<file path="config.mk">
export PLATFORM = sky130hd
export DESIGN_NAME = fifo_pack_reader
export DESIGN_NICKNAME = d
export VERILOG_FILES = /design/src/rtl/fifo_pack_reader_pkg.sv /design/src/rtl/pack_out_buf.sv /design/src/rtl/fifo_pack_reader.sv
export SDC_FILE = /design/constraint.sdc
export NUM_CORES = 1
export LEC_CHECK = 0
export CELL_PAD_IN_SITES_DETAIL_PLACEMENT = 0
export CELL_PAD_IN_SITES_GLOBAL_PLACEMENT = 2
export CORE_MARGIN = 1
export CORE_UTILIZATION = 31
export CTS_BUF_LIST = sky130_fd_sc_hd__clkbuf_4 sky130_fd_sc_hd__clkbuf_8
export DETAILED_ROUTE_END_ITERATION = 8
export GPL_TIMING_DRIVEN = 1
export PLACE_DENSITY_LB_ADDON = 0.1
export SLEW_MARGIN = 15
export SYNTH_ARGS = -nofsm -noshare
export SYNTH_HDL_FRONTEND = slang
export SYNTH_SLANG_ARGS = --single-unit
</file>
<file path="constraint.sdc">
create_clock -name clk -period 1.3 [get_ports clk]
set_clock_uncertainty 0.05 [all_clocks]
set_input_delay 0.26 -clock clk [delete_from_list [all_inputs] [get_ports clk]]
set_output_delay 0.26 -clock clk [all_outputs]
set_load 0.01 [all_outputs]
</file>
<file path="src/rtl/fifo_pack_reader_pkg.sv">
// Shared types for the packet FIFO read master: FSM states and output buffer entries.
package fifo_pack_reader_pkg;

  localparam int BUF_DEPTH       = 2;
  localparam int ENTRY_DATA_SIZE = 32;

  typedef enum logic {
    IDLE  = 1'b0,
    BURST = 1'b1
  } state_t;

  typedef struct packed {
    logic [ENTRY_DATA_SIZE-1:0] data;
    logic                       first;
    logic                       last;
  } entry_t;

endpackage

</file>
<file path="src/rtl/pack_out_buf.sv">
// Two-entry FIFO of framed words sitting between the FIFO read pipe and the output stream.
module pack_out_buf
  import fifo_pack_reader_pkg::*;
#(
  parameter type ENTRY_T = entry_t
) (
  input  logic       clk,
  input  logic       nRST,
  input  logic       push,
  input  ENTRY_T     entry_in,
  input  logic       pop,
  output ENTRY_T     head,
  output logic [1:0] occ
);

  ENTRY_T     r_mem [BUF_DEPTH];
  logic       r_head_ptr;
  logic       r_tail_ptr;
  logic [1:0] r_occ;

  always_ff @(posedge clk or negedge nRST) begin
    if (!nRST) begin
      for (int i = 0; i < BUF_DEPTH; i++) r_mem[i] <= '0;
      r_head_ptr <= 1'b0;
      r_tail_ptr <= 1'b0;
      r_occ      <= 2'd0;
    end else begin
      if (push) begin
        r_mem[r_tail_ptr] <= entry_in;
        r_tail_ptr        <= ~r_tail_ptr;
      end
      if (pop) r_head_ptr <= ~r_head_ptr;
      case ({push, pop})
        2'b10:   r_occ <= r_occ + 2'd1;
        2'b01:   r_occ <= r_occ - 2'd1;
        default: r_occ <= r_occ;
      endcase
    end
  end

  assign head = r_mem[r_head_ptr];
  assign occ  = r_occ;

endmodule

</file>
<file path="src/rtl/fifo_pack_reader.sv">
// Pops NB_PACK-word packets from the packet FIFO and replays them as a framed valid/ready stream.
// Optional stall counter output enabled by defining FIFO_PACK_READER_STALL_CNT_EN.
module fifo_pack_reader
  import fifo_pack_reader_pkg::*;
#(
  parameter int DATA_SIZE = 32,
  parameter int NB_PACK   = 8,
  parameter int CNT_SIZE  = 4
) (
  input  logic                 clk,
  input  logic                 nRST,
  input  logic [DATA_SIZE-1:0] fifo_data_out,
  input  logic                 fifo_empty,
  input  logic                 fifo_nb_pack_available,
  output logic                 fifo_r_ack,
  output logic [DATA_SIZE-1:0] out_data,
  output logic                 out_valid,
  input  logic                 out_ready,
  output logic                 out_first,
  output logic                 out_last,
  output logic                 busy
`ifdef FIFO_PACK_READER_STALL_CNT_EN
  ,
  output logic [15:0]          stall_cnt
`endif
);

  typedef struct packed {
    logic [DATA_SIZE-1:0] data;
    logic                 first;
    logic                 last;
  } entry_w_t;

  localparam logic [CNT_SIZE-1:0] LAST_CNT = CNT_SIZE'(NB_PACK - 1);

  state_t              r_state;
  state_t              w_state_nxt;
  logic [CNT_SIZE-1:0] r_cnt;
  logic [CNT_SIZE-1:0] w_cnt_nxt;
  logic                r_inflight_p1;
  logic                r_first_p1;
  logic                r_last_p1;
  logic [1:0]          w_occ;
  logic                w_xfer;
  logic                w_pop;
  logic                w_credit_ok;
  entry_w_t            w_entry_in;
  entry_w_t            w_head;

  // A word leaving this cycle frees its slot, which keeps one pop per cycle sustainable.
  assign w_xfer      = out_valid & out_ready;
  assign w_credit_ok = (w_occ - {1'b0, w_xfer} + {1'b0, r_inflight_p1}) < 2'd2;

  always_comb begin
    w_state_nxt = r_state;
    w_cnt_nxt   = r_cnt;
    w_pop       = 1'b0;
    case (r_state)
      IDLE: begin
        if (fifo_nb_pack_available) begin
          w_state_nxt = BURST;
          w_cnt_nxt   = '0;
        end
      end
      BURST: begin
        w_pop = !fifo_empty && w_credit_ok;
        if (w_pop) begin
          w_cnt_nxt = r_cnt + CNT_SIZE'(1);
          if (r_cnt == LAST_CNT) w_state_nxt = IDLE;
        end
      end
      default: w_state_nxt = IDLE;
    endcase
  end

  // Pop stage -> capture stage: framing tags follow the word through the read latency.
  always_ff @(posedge clk or negedge nRST) begin
    if (!nRST) begin
      r_state       <= IDLE;
      r_cnt         <= '0;
      r_inflight_p1 <= 1'b0;
      r_first_p1    <= 1'b0;
      r_last_p1     <= 1'b0;
    end else begin
      r_state       <= w_state_nxt;
      r_cnt         <= w_cnt_nxt;
      r_inflight_p1 <= w_pop;
      r_first_p1    <= (r_cnt == '0);
      r_last_p1     <= (r_cnt == LAST_CNT);
    end
  end

  assign w_entry_in = '{data: fifo_data_out, first: r_first_p1, last: r_last_p1};

  pack_out_buf #(
    .ENTRY_T (entry_w_t)
  ) u_buf (
    .clk      (clk),
    .nRST     (nRST),
    .push     (r_inflight_p1),
    .entry_in (w_entry_in),
    .pop      (w_xfer),
    .head     (w_head),
    .occ      (w_occ)
  );

  assign fifo_r_ack = w_pop;
  assign out_valid  = (w_occ != 2'd0);
  assign out_data   = w_head.data;
  assign out_first  = w_head.first & out_valid;
  assign out_last   = w_head.last & out_valid;
  assign busy       = (r_state == BURST);

`ifdef FIFO_PACK_READER_STALL_CNT_EN
  logic [15:0] r_stall_cnt;

  always_ff @(posedge clk or negedge nRST) begin
    if (!nRST) begin
      r_stall_cnt <= 16'd0;
    end else if ((r_state == BURST) && fifo_empty && (r_stall_cnt != 16'hFFFF)) begin
      r_stall_cnt <= r_stall_cnt + 16'd1;
    end
  end

  assign stall_cnt = r_stall_cnt;
`endif

endmodule

</file>
==> results of run 1 <==
-- state kept, by name, indices dropped and copies added, names as in the netlist --
register / flops
busy: 1
r_cnt: 4
r_first_p1: 1
r_inflight_p1: 1
r_last_p1: 1
u_buf.occ: 2
u_buf.r_head_ptr: 1
u_buf.r_mem: 68
u_buf.r_tail_ptr: 1
-- report_power, final --
part           total, uW  internal (uW)  switching [uW]
combinational       9530           6390            3140
sequential          4560           3750             807
clock               1690            806             883
-- logic make-up (layout without fill, tap and decap cells) --
family,count (synthesis),after routing,share of synthesized area
buffers and inverters,16,147,0.02946
XOR/XNOR,4,4,0.009484
AND/OR/NAND/NOR,28,28,0.04402
multiplexers,107,107,0.3556
AO/OA/AOI/OAI,5,5,0.01287
flip-flops,80,80,0.5418
adder cells (fa/ha/maj),2,2,0.006772
-- synthesized netlist by cell type --
cell / number / area, um2
sky130_fd_sc_hd__o21ai_2: 1 / 8.760
sky130_fd_sc_hd__xor2_1: 2 / 17.52
sky130_fd_sc_hd__nand4_1: 2 / 12.51
sky130_fd_sc_hd__ha_1: 2 / 25.02
sky130_fd_sc_hd__nor2_1: 6 / 22.52
sky130_fd_sc_hd__inv_4: 1 / 6.260
sky130_fd_sc_hd__a21oi_1: 1 / 5.000
sky130_fd_sc_hd__inv_1: 3 / 11.26
sky130_fd_sc_hd__dfrtp_1: 80 / 2002
sky130_fd_sc_hd__a21oi_4: 1 / 16.27
sky130_fd_sc_hd__nand3_2: 1 / 10.01
sky130_fd_sc_hd__buf_2: 7 / 35.03
sky130_fd_sc_hd__nand3_4: 1 / 17.52
sky130_fd_sc_hd__mux2_4: 31 / 465.5
sky130_fd_sc_hd__a31o_1: 1 / 8.760
sky130_fd_sc_hd__xnor2_1: 2 / 17.52
sky130_fd_sc_hd__nor2b_1: 3 / 18.77
sky130_fd_sc_hd__nor3b_1: 1 / 7.510
sky130_fd_sc_hd__buf_6: 5 / 56.30
sky130_fd_sc_hd__mux2i_1: 6 / 60.06
sky130_fd_sc_hd__nand2_2: 1 / 6.260
sky130_fd_sc_hd__nand2_1: 8 / 30.03
sky130_fd_sc_hd__nor2b_4: 1 / 13.76
sky130_fd_sc_hd__mux2_2: 70 / 788.3
sky130_fd_sc_hd__nand3_1: 1 / 5.000
sky130_fd_sc_hd__a21oi_2: 1 / 8.760
sky130_fd_sc_hd__nand2b_1: 3 / 18.77
-- per-stage QoR --
step / area (um2) / total power [uW] / worst slack [ns] / TNS, ns
2_1_floorplan: 3737 / 8581 / -0.08729 / -1.765
5_1_grt: 5756 / 16710 / -0.6572 / -31.06
3_5_place_dp: 4782 / 11400 / -0.8495 / -24.39
3_3_place_gp: 4782 / 11320 / -0.8306 / -24.63
6_report: 5756 / 15770 / -0.5997 / -26.27
4_1_cts: 5757 / 15890 / -0.6302 / -36.04
-- routing by layer --
metal	routed length, um	up-vias
li1	-	1100
met1	4125	1198
met2	4018	43
met3	295	9
met4	110	0
met5	0	-
-- what timing repair did --
| action | in CTS | in global routing |
|---|---|---|
| endpoints found under the setup margin | 110 | 112 |
| setup buffers | 24 | 11 |
| hold buffers | 1 | 0 |
| hold endpoints to repair | 80 | 0 |
| cloned | 6 | 0 |
| gates resized for setup | 275 | 30 |
| pin swaps | 3 | 5 |
-- worst register-to-register path: cells and delay by family (launching register included) --
family,cells,cell delay [ns]
buf+inv,4,0.37
simple gates,2,0.26
flops,1,0.39
mux,2,0.50
-- how the worst max path moves through the flow --
stage | start | to | slack [ns] | depth (start not counted)
6_report | u_buf.r_head_ptr$_DFFE_PN0P_ | out_data[15] | -0.60 | 5
5_1_grt | u_buf.r_head_ptr$_DFFE_PN0P_ | out_data[15] | -0.66 | 5
4_1_cts | u_buf.r_head_ptr$_DFFE_PN0P_ | out_data[22] | -0.63 | 4
3_5_place_dp | out_ready | fifo_r_ack | -0.85 | 6
3_3_place_gp | out_ready | fifo_r_ack | -0.83 | 6
2_1_floorplan | r_inflight_p1$_DFF_PN0_ | fifo_r_ack | -0.09 | 5
-- area by class of cell --
cell class | count | area, um2
Clock buffer | 13 | 160.2
Clock inverter | 3 | 17.52
Fill cell | 1042 | 5761
Inverter | 4 | 17.52
Multi-Input combinational cell | 146 | 1866
Sequential cell | 80 | 2006
Tap cell | 143 | 178.9
Timing Repair Buffer | 127 | 1510
==> tab_implementation.tex, run 1 <==
\begin{tabular}{lr}
\hline
Metric & Value \\
\hline
\multicolumn{2}{l}{\textbf{Worst setup path}} \\
\quad Kind of start point of the critical path & flip-flop \\
\quad Critical Path Fanout Max & 5 \\
\quad Slack of the worst reg-to-reg path & -0.33 ns \\
\quad Required arrival time at the worst endpoint & about 0.99 ns \\
\quad Arrival @ worst endpoint & 1.59 ns \\
\quad CP dominant cell by count & sky130\_fd\_sc\_hd\_\_buf\_6 \\
\quad Buf+Inv Stages, Crit Path & 4 \\
\quad Cell class contributing the biggest share of worst-path delay & buffers and inverters \\
\quad Critical Path Max Stage Delay & 0.43 ns \\
\quad Crit Path Category & flip-flop to output pin \\
\quad Slowest cell on crit path & sky130\_fd\_sc\_hd\_\_dfrtp\_2 \\
\quad Logic depth of the worst register-to-register path & 8 \\
\quad CP Cell Sequence & buf\_6 -> buf\_12 -> buf\_16 -> mux2\_4 -> buf\_6 \\
\quad Crit path capture type & output pin \\
\quad Critical R2R Capture & r\_cnt[0]\$\_DFFE\_PN0P\_ \\
\quad Launching point of the worst reg2reg path & r\_inflight\_p1\$\_DFF\_PN0\_ \\
\multicolumn{2}{l}{\textbf{Yosys}} \\
\quad Avg Cell Area, Syn & 15.27 um2 \\
\quad Count of different cell masters after synthesis & 27 \\
\quad Post-synthesis sequential area ratio & 0.5418 \\
\quad Synthesized instance count & 242 \\
\quad Synth Cell Area & 3695 um2 \\
\quad Flip-flop and latch count after synthesis & 80 \\
\quad YS warnings & 0 \\
\quad Number of nets in the synthesized netlist & about 280 \\
\multicolumn{2}{l}{\textbf{Final layout}} \\
\quad Number of antenna cells inserted & 0 \\
\quad Most frequent cells in the layout & sky130\_fd\_sc\_hd\_\_mux2\_4 (83), sky130\_fd\_sc\_hd\_\_dfrtp\_1 (77), sky130\_fd\_sc\_hd\_\_buf\_6 (50), sky130\_fd\_sc\_hd\_\_clkdlybuf4s50\_1 (34), sky130\_fd\_sc\_hd\_\_mux2\_2 (18) \\
\quad Fin cells & 516 \\
\quad Proportion of layout cells with a drive suffix above 1 & 0.6113 \\
\quad Total number of nets in the final design & 407 \\
\quad Area added between synthesis and finish & 55.77\% \\
\quad Final core utilization & 0.4998 \\
\quad Most common cell after layout, fill and taps aside & sky130\_fd\_sc\_hd\_\_mux2\_4 \\
\multicolumn{2}{l}{\textbf{Placement}} \\
\quad Weighted congestion reported at the end of routability-driven placement & 0.7047 \\
\quad Placed instance count & 471 \\
\quad Buffers on Ports & 73 \\
\quad Placed wire-length estimate & between 5 and 6 mm \\
\multicolumn{2}{l}{\textbf{Clocking}} \\
\quad Total clock sinks & 80 \\
\quad TritonCTS clock tree & built \\
\quad Buffer levels on the longest clock path & 2 \\
\quad Clock transition at the registers of the reported paths & 0.08 ns \\
\quad Number of levels in the clock H-tree & 3 \\
\quad Later-pin clock latency in the skew report & 0.34 ns \\
\quad Clock root buffer master & sky130\_fd\_sc\_hd\_\_clkbuf\_8 \\
\quad Clock buffers created by TritonCTS & 9 \\
\multicolumn{2}{l}{\textbf{Detailed routing}} \\
\quad Total vias in the final route & 2350 \\
\quad Average wire per standard cell & 16.57 um \\
\quad Iteration-0 DRC Markers & 69 \\
\quad DRC & 12 \\
\quad Total routed wirelength & between 8 and 9 mm \\
\quad Router iterations before antenna repair & 6 \\
\quad Final ANT Viol Nets & 0 \\
\quad Detail-routed via count per cell & 4.554 \\
\multicolumn{2}{l}{\textbf{STA}} \\
\quad Hold slack & approximately 0.21 ns \\
\quad Setup repair after global routing missed its margin & yes \\
\quad Highest clock frequency the design can meet & 526.4 MHz \\
\quad Final setup violating endpoints & 99 \\
\quad Final Max Tran Viols & 0 \\
\quad Actual transition at the worst max-transition pin & 0.3420 ns \\
\quad Setup slack after layout & -0.5997 ns \\
\quad Final clock period utilization by the worst path & 1.461 \\
\quad Max\_slew headroom & 0.7712 \\
\quad Endpoints failing hold & 0 \\
\quad Period minus WS final & 1.900 ns \\
\multicolumn{2}{l}{\textbf{Floorplan}} \\
\quad IO Pins & 74 \\
\quad Starting Density & 0.3208 \\
\quad Horizontal die dimension & 111.2 um \\
\quad Standard cell core area & 11520 um2 \\
\quad Die Ht & 111.2 um \\
\quad Total Die Area & around 12000 um2 \\
\quad Number of placement rows & 39 \\
\multicolumn{2}{l}{\textbf{GRT}} \\
\quad Number of antenna violations at the first check in global routing & 0 \\
\quad Global routing's busiest layer & met2 \\
\quad Fraction of met2 tracks used by global routing & 0.2375 \\
\quad Wire length of the first global-routing pass & 14.26 mm \\
\quad Maximum number of pins on one net before global-route repair & 44 \\
\quad Global routing usage on met1 & 0.1978 \\
\quad M3 GR Usage & 0.03773 \\
\quad Overall routing resource usage & 0.1495 \\
\quad Final global-route overflow total & 0 \\
\quad Vias in the first global route & 2687 \\
\multicolumn{2}{l}{\textbf{Hold path}} \\
\quad HP Class & input port to asynchronous set/reset pin \\
\multicolumn{2}{l}{\textbf{Power}} \\
\quad Leak pwr & 0.002730 uW \\
\quad Power Dens Cells & about 2700 nW/um2 \\
\quad Worst IR Drop VDD & 0.8461 mV \\
\multicolumn{2}{l}{\textbf{Flow run}} \\
\quad Max cap viols & 0 \\
\multicolumn{2}{l}{\textbf{Run status}} \\
\quad Result of the run & finished with violations \\
\quad Violations in the final reports & design-rule violations, negative setup slack \\
\hline
\end{tabular}
Note: power is estimated with default switching activity, not from simulation.
==> run 2: changes to the inputs <==
--- a/config.mk
+++ b/config.mk
@@ -7,9 +7,10 @@
 export LEC_CHECK = 0
 export CELL_PAD_IN_SITES_DETAIL_PLACEMENT = 0
 export CELL_PAD_IN_SITES_GLOBAL_PLACEMENT = 2
+export CORE_ASPECT_RATIO = 0.7
 export CORE_MARGIN = 1
 export CORE_UTILIZATION = 31
-export CTS_BUF_LIST = sky130_fd_sc_hd__clkbuf_4 sky130_fd_sc_hd__clkbuf_8
+export CTS_BUF_LIST = sky130_fd_sc_hd__clkbuf_16
 export DETAILED_ROUTE_END_ITERATION = 8
 export GPL_TIMING_DRIVEN = 1
 export PLACE_DENSITY_LB_ADDON = 0.1
==> constraint.sdc (replaced) <==
create_clock -name clk -period 1.5 [get_ports clk]
set_clock_uncertainty 0.05 [all_clocks]
set_input_delay 0.3 -clock clk [delete_from_list [all_inputs] [get_ports clk]]
set_output_delay 0.3 -clock clk [all_outputs]
set_load 0.01 [all_outputs]
==> tab_implementation.tex, run 2 (synthesis gave the netlist of run 1 again) <==
\begin{tabular}{lr}
\hline
Metric & Value \\
\hline
\multicolumn{2}{l}{\textbf{STA}} \\
\quad Setup repair after global routing missed its margin & yes \\
\quad Hold slack & 0.3785 ns \\
\quad Final Max Tran Viols & 0 \\
\quad Final setup violating endpoints & 36 \\
\quad Actual transition at the worst max-transition pin & around 0.36 ns \\
\quad Endpoints failing hold & 0 \\
\quad Highest clock frequency the design can meet & 545.5 MHz \\
\quad Final clock period utilization by the worst path & 1.222 \\
\quad Period minus WS final & between 1.5 and 2 ns \\
\quad Sum Neg Setup Slack & -10.76 ns \\
\quad Setup slack after layout & -0.3332 ns \\
\quad Max\_slew headroom & 0.7570 \\
\multicolumn{2}{l}{\textbf{Worst setup path}} \\
\quad Crit path capture type & output pin \\
\quad Crit Path Category & flip-flop to output pin \\
\quad Kind of start point of the critical path & flip-flop \\
\quad Arrival @ worst endpoint & 1.48 ns \\
\quad Critical Path Fanout Max & 8 \\
\quad Required arrival time at the worst endpoint & 1.15 ns \\
\multicolumn{2}{l}{\textbf{Power}} \\
\quad Leak pwr & 0.002487 uW \\
\quad Power Dens Cells & around 2400 nW/um2 \\
\quad Worst IR Drop VDD & around 0.90 mV \\
\multicolumn{2}{l}{\textbf{Clocking}} \\
\quad Clock transition at the registers of the reported paths & approximately 0.060 ns \\
\quad Clock buffers created by TritonCTS & 9 \\
\quad Clock root buffer master & sky130\_fd\_sc\_hd\_\_clkbuf\_16 \\
\quad Number of levels in the clock H-tree & 3 \\
\quad Total clock sinks & 80 \\
\quad Buffer levels on the longest clock path & 2 \\
\quad TritonCTS clock tree & built \\
\quad Later-pin clock latency in the skew report & 0.33 ns \\
\multicolumn{2}{l}{\textbf{Final layout}} \\
\quad Cell area after layout & 5490 um2 \\
\quad Proportion of layout cells with a drive suffix above 1 & 0.5702 \\
\quad Register with the most flip-flops & u\_buf.r\_mem \\
\quad Flip-flop count of the largest register after layout & 68 \\
\quad Total number of nets in the final design & 391 \\
\quad Most frequent cells in the layout & sky130\_fd\_sc\_hd\_\_dfrtp\_1 (78), sky130\_fd\_sc\_hd\_\_mux2\_2 (52), sky130\_fd\_sc\_hd\_\_mux2\_4 (49), sky130\_fd\_sc\_hd\_\_buf\_6 (38), sky130\_fd\_sc\_hd\_\_clkdlybuf4s50\_1 (34) \\
\quad Most common cell after layout, fill and taps aside & sky130\_fd\_sc\_hd\_\_dfrtp\_1 \\
\quad Area added between synthesis and finish & 48.59\% \\
\quad Number of antenna cells inserted & 0 \\
\multicolumn{2}{l}{\textbf{Run status}} \\
\quad Result of the run & finished with violations \\
\quad Violations in the final reports & negative setup slack \\
\multicolumn{2}{l}{\textbf{GRT}} \\
\quad Number of antenna violations at the first check in global routing & 0 \\
\quad Vias in the first global route & 2435 \\
\quad Maximum number of pins on one net before global-route repair & 26 \\
\quad Wire length of the first global-routing pass & 13.22 mm \\
\quad Final global-route overflow total & 0 \\
\quad Overall routing resource usage & 0.1433 \\
\multicolumn{2}{l}{\textbf{Detailed routing}} \\
\quad Iteration-0 DRC Markers & 54 \\
\quad Final ANT Viol Nets & 0 \\
\quad Router iterations before antenna repair & 4 \\
\quad Total vias in the final route & 2249 \\
\quad DRC & 0 \\
\quad Detail-routed via count per cell & roughly 4.4 \\
\quad Average wire per standard cell & 15.81 um \\
\quad Total routed wirelength & 8.047 mm \\
\multicolumn{2}{l}{\textbf{Hold path}} \\
\quad HP Class & input port to asynchronous set/reset pin \\
\multicolumn{2}{l}{\textbf{Floorplan}} \\
\quad Number of placement rows & 32 \\
\quad Standard cell core area & 11290 um2 \\
\quad IO Pins & 74 \\
\quad Horizontal die dimension & 132.5 um \\
\quad Total Die Area & 12370 um2 \\
\quad Starting Density & 0.3272 \\
\quad Die Ht & 93.34 um \\
\multicolumn{2}{l}{\textbf{Placement}} \\
\quad Standard cell area after detailed placement & around 4800 um2 \\
\quad Weighted congestion reported at the end of routability-driven placement & 0.6941 \\
\quad Buffers on Ports & 73 \\
\quad Worst slack after detailed placement & -0.7050 ns \\
\quad Placed wire-length estimate & 4.948 mm \\
\multicolumn{2}{l}{\textbf{Flow run}} \\
\quad Max cap viols & 0 \\
\hline
\end{tabular}
-- run 2: cell type report --
type / count / area (um2)
fill: 1006 / 5801
sequential: 80 / 2004
multi-input combinational: 146 / 1680
timing repair buffer: 111 / 1320
clock buffer: 9 / 225.2
tap: 153 / 191.4
clock inverter: 6 / 51.30
inverter: 4 / 17.52
-- run 2: power breakdown --
part	total, uW	internal [uW]	leakage (uW)	switching (uW)
sequential	3890	3250	0.000947	635
clock	2090	1260	0.000138	834
combinational	7240	4770	0.00140	2480
total	13200	9280	0.00249	3940
-- run 2: per-layer routing --
metal / vias up / track usage / routed length [um]
li1: 1075 / - / -
met5: - / 0 / 0
met4: 0 / 0.05460 / 104
met3: 10 / 0.04282 / 384
met2: 55 / 0.2079 / 3434
met1: 1109 / 0.1999 / 4123
-- run 2: path summary, 6_finish.rpt --
kind,startpoint,end,slack (ns),cells past startpoint
worst max-delay path,u_buf.r_head_ptr$_DFFE_PN0P_,out_data[20],-0.33,4
worst min-delay path,nRST,u_buf.r_mem[16]$_DFFE_PN0P_,0.38,2
worst max register to register,r_inflight_p1$_DFF_PN0_,u_buf.r_mem[35]$_DFFE_PN0P_,0.01,5
worst min register to register,u_buf.r_mem[33]$_DFFE_PN0P_,u_buf.r_mem[33]$_DFFE_PN0P_,0.45,1
max in group asynchronous,nRST,u_buf.r_mem[21]$_DFFE_PN0P_,0.48,3
min in group clk,u_buf.r_mem[33]$_DFFE_PN0P_,u_buf.r_mem[33]$_DFFE_PN0P_,0.45,1
-- run 2: critical path, stage by stage (launching register included) --
cell	delay [ns]
sky130_fd_sc_hd__dfrtp_2	0.42
sky130_fd_sc_hd__buf_12	0.16
sky130_fd_sc_hd__buf_12	0.15
sky130_fd_sc_hd__mux2_4	0.30
sky130_fd_sc_hd__buf_6	0.12
-- run 2: through the flow --
| stage | utilization | instances | total power [uW] |
|---|---|---|---|
| 2_1_floorplan | - | 242 | 7312 |
| 3_3_place_gp | 0.4242 | 477 | 9784 |
| 3_5_place_dp | 0.4242 | 477 | 9822 |
| 4_1_cts | 0.4752 | 504 | 13060 |
| 5_1_grt | 0.4863 | 509 | 13990 |
| 6_report | 0.4863 | 509 | 13220 |
-- run 2: what timing repair did --
item / in CTS / in global routing
buffers inserted: 7 / 5
hold buffers: 1 / 0
pin swaps: 2 / 0
setup endpoints to repair: 39 / 67
resized for setup: 197 / 26
hold endpoints to repair: 22 / 0
cloned: 5 / 1
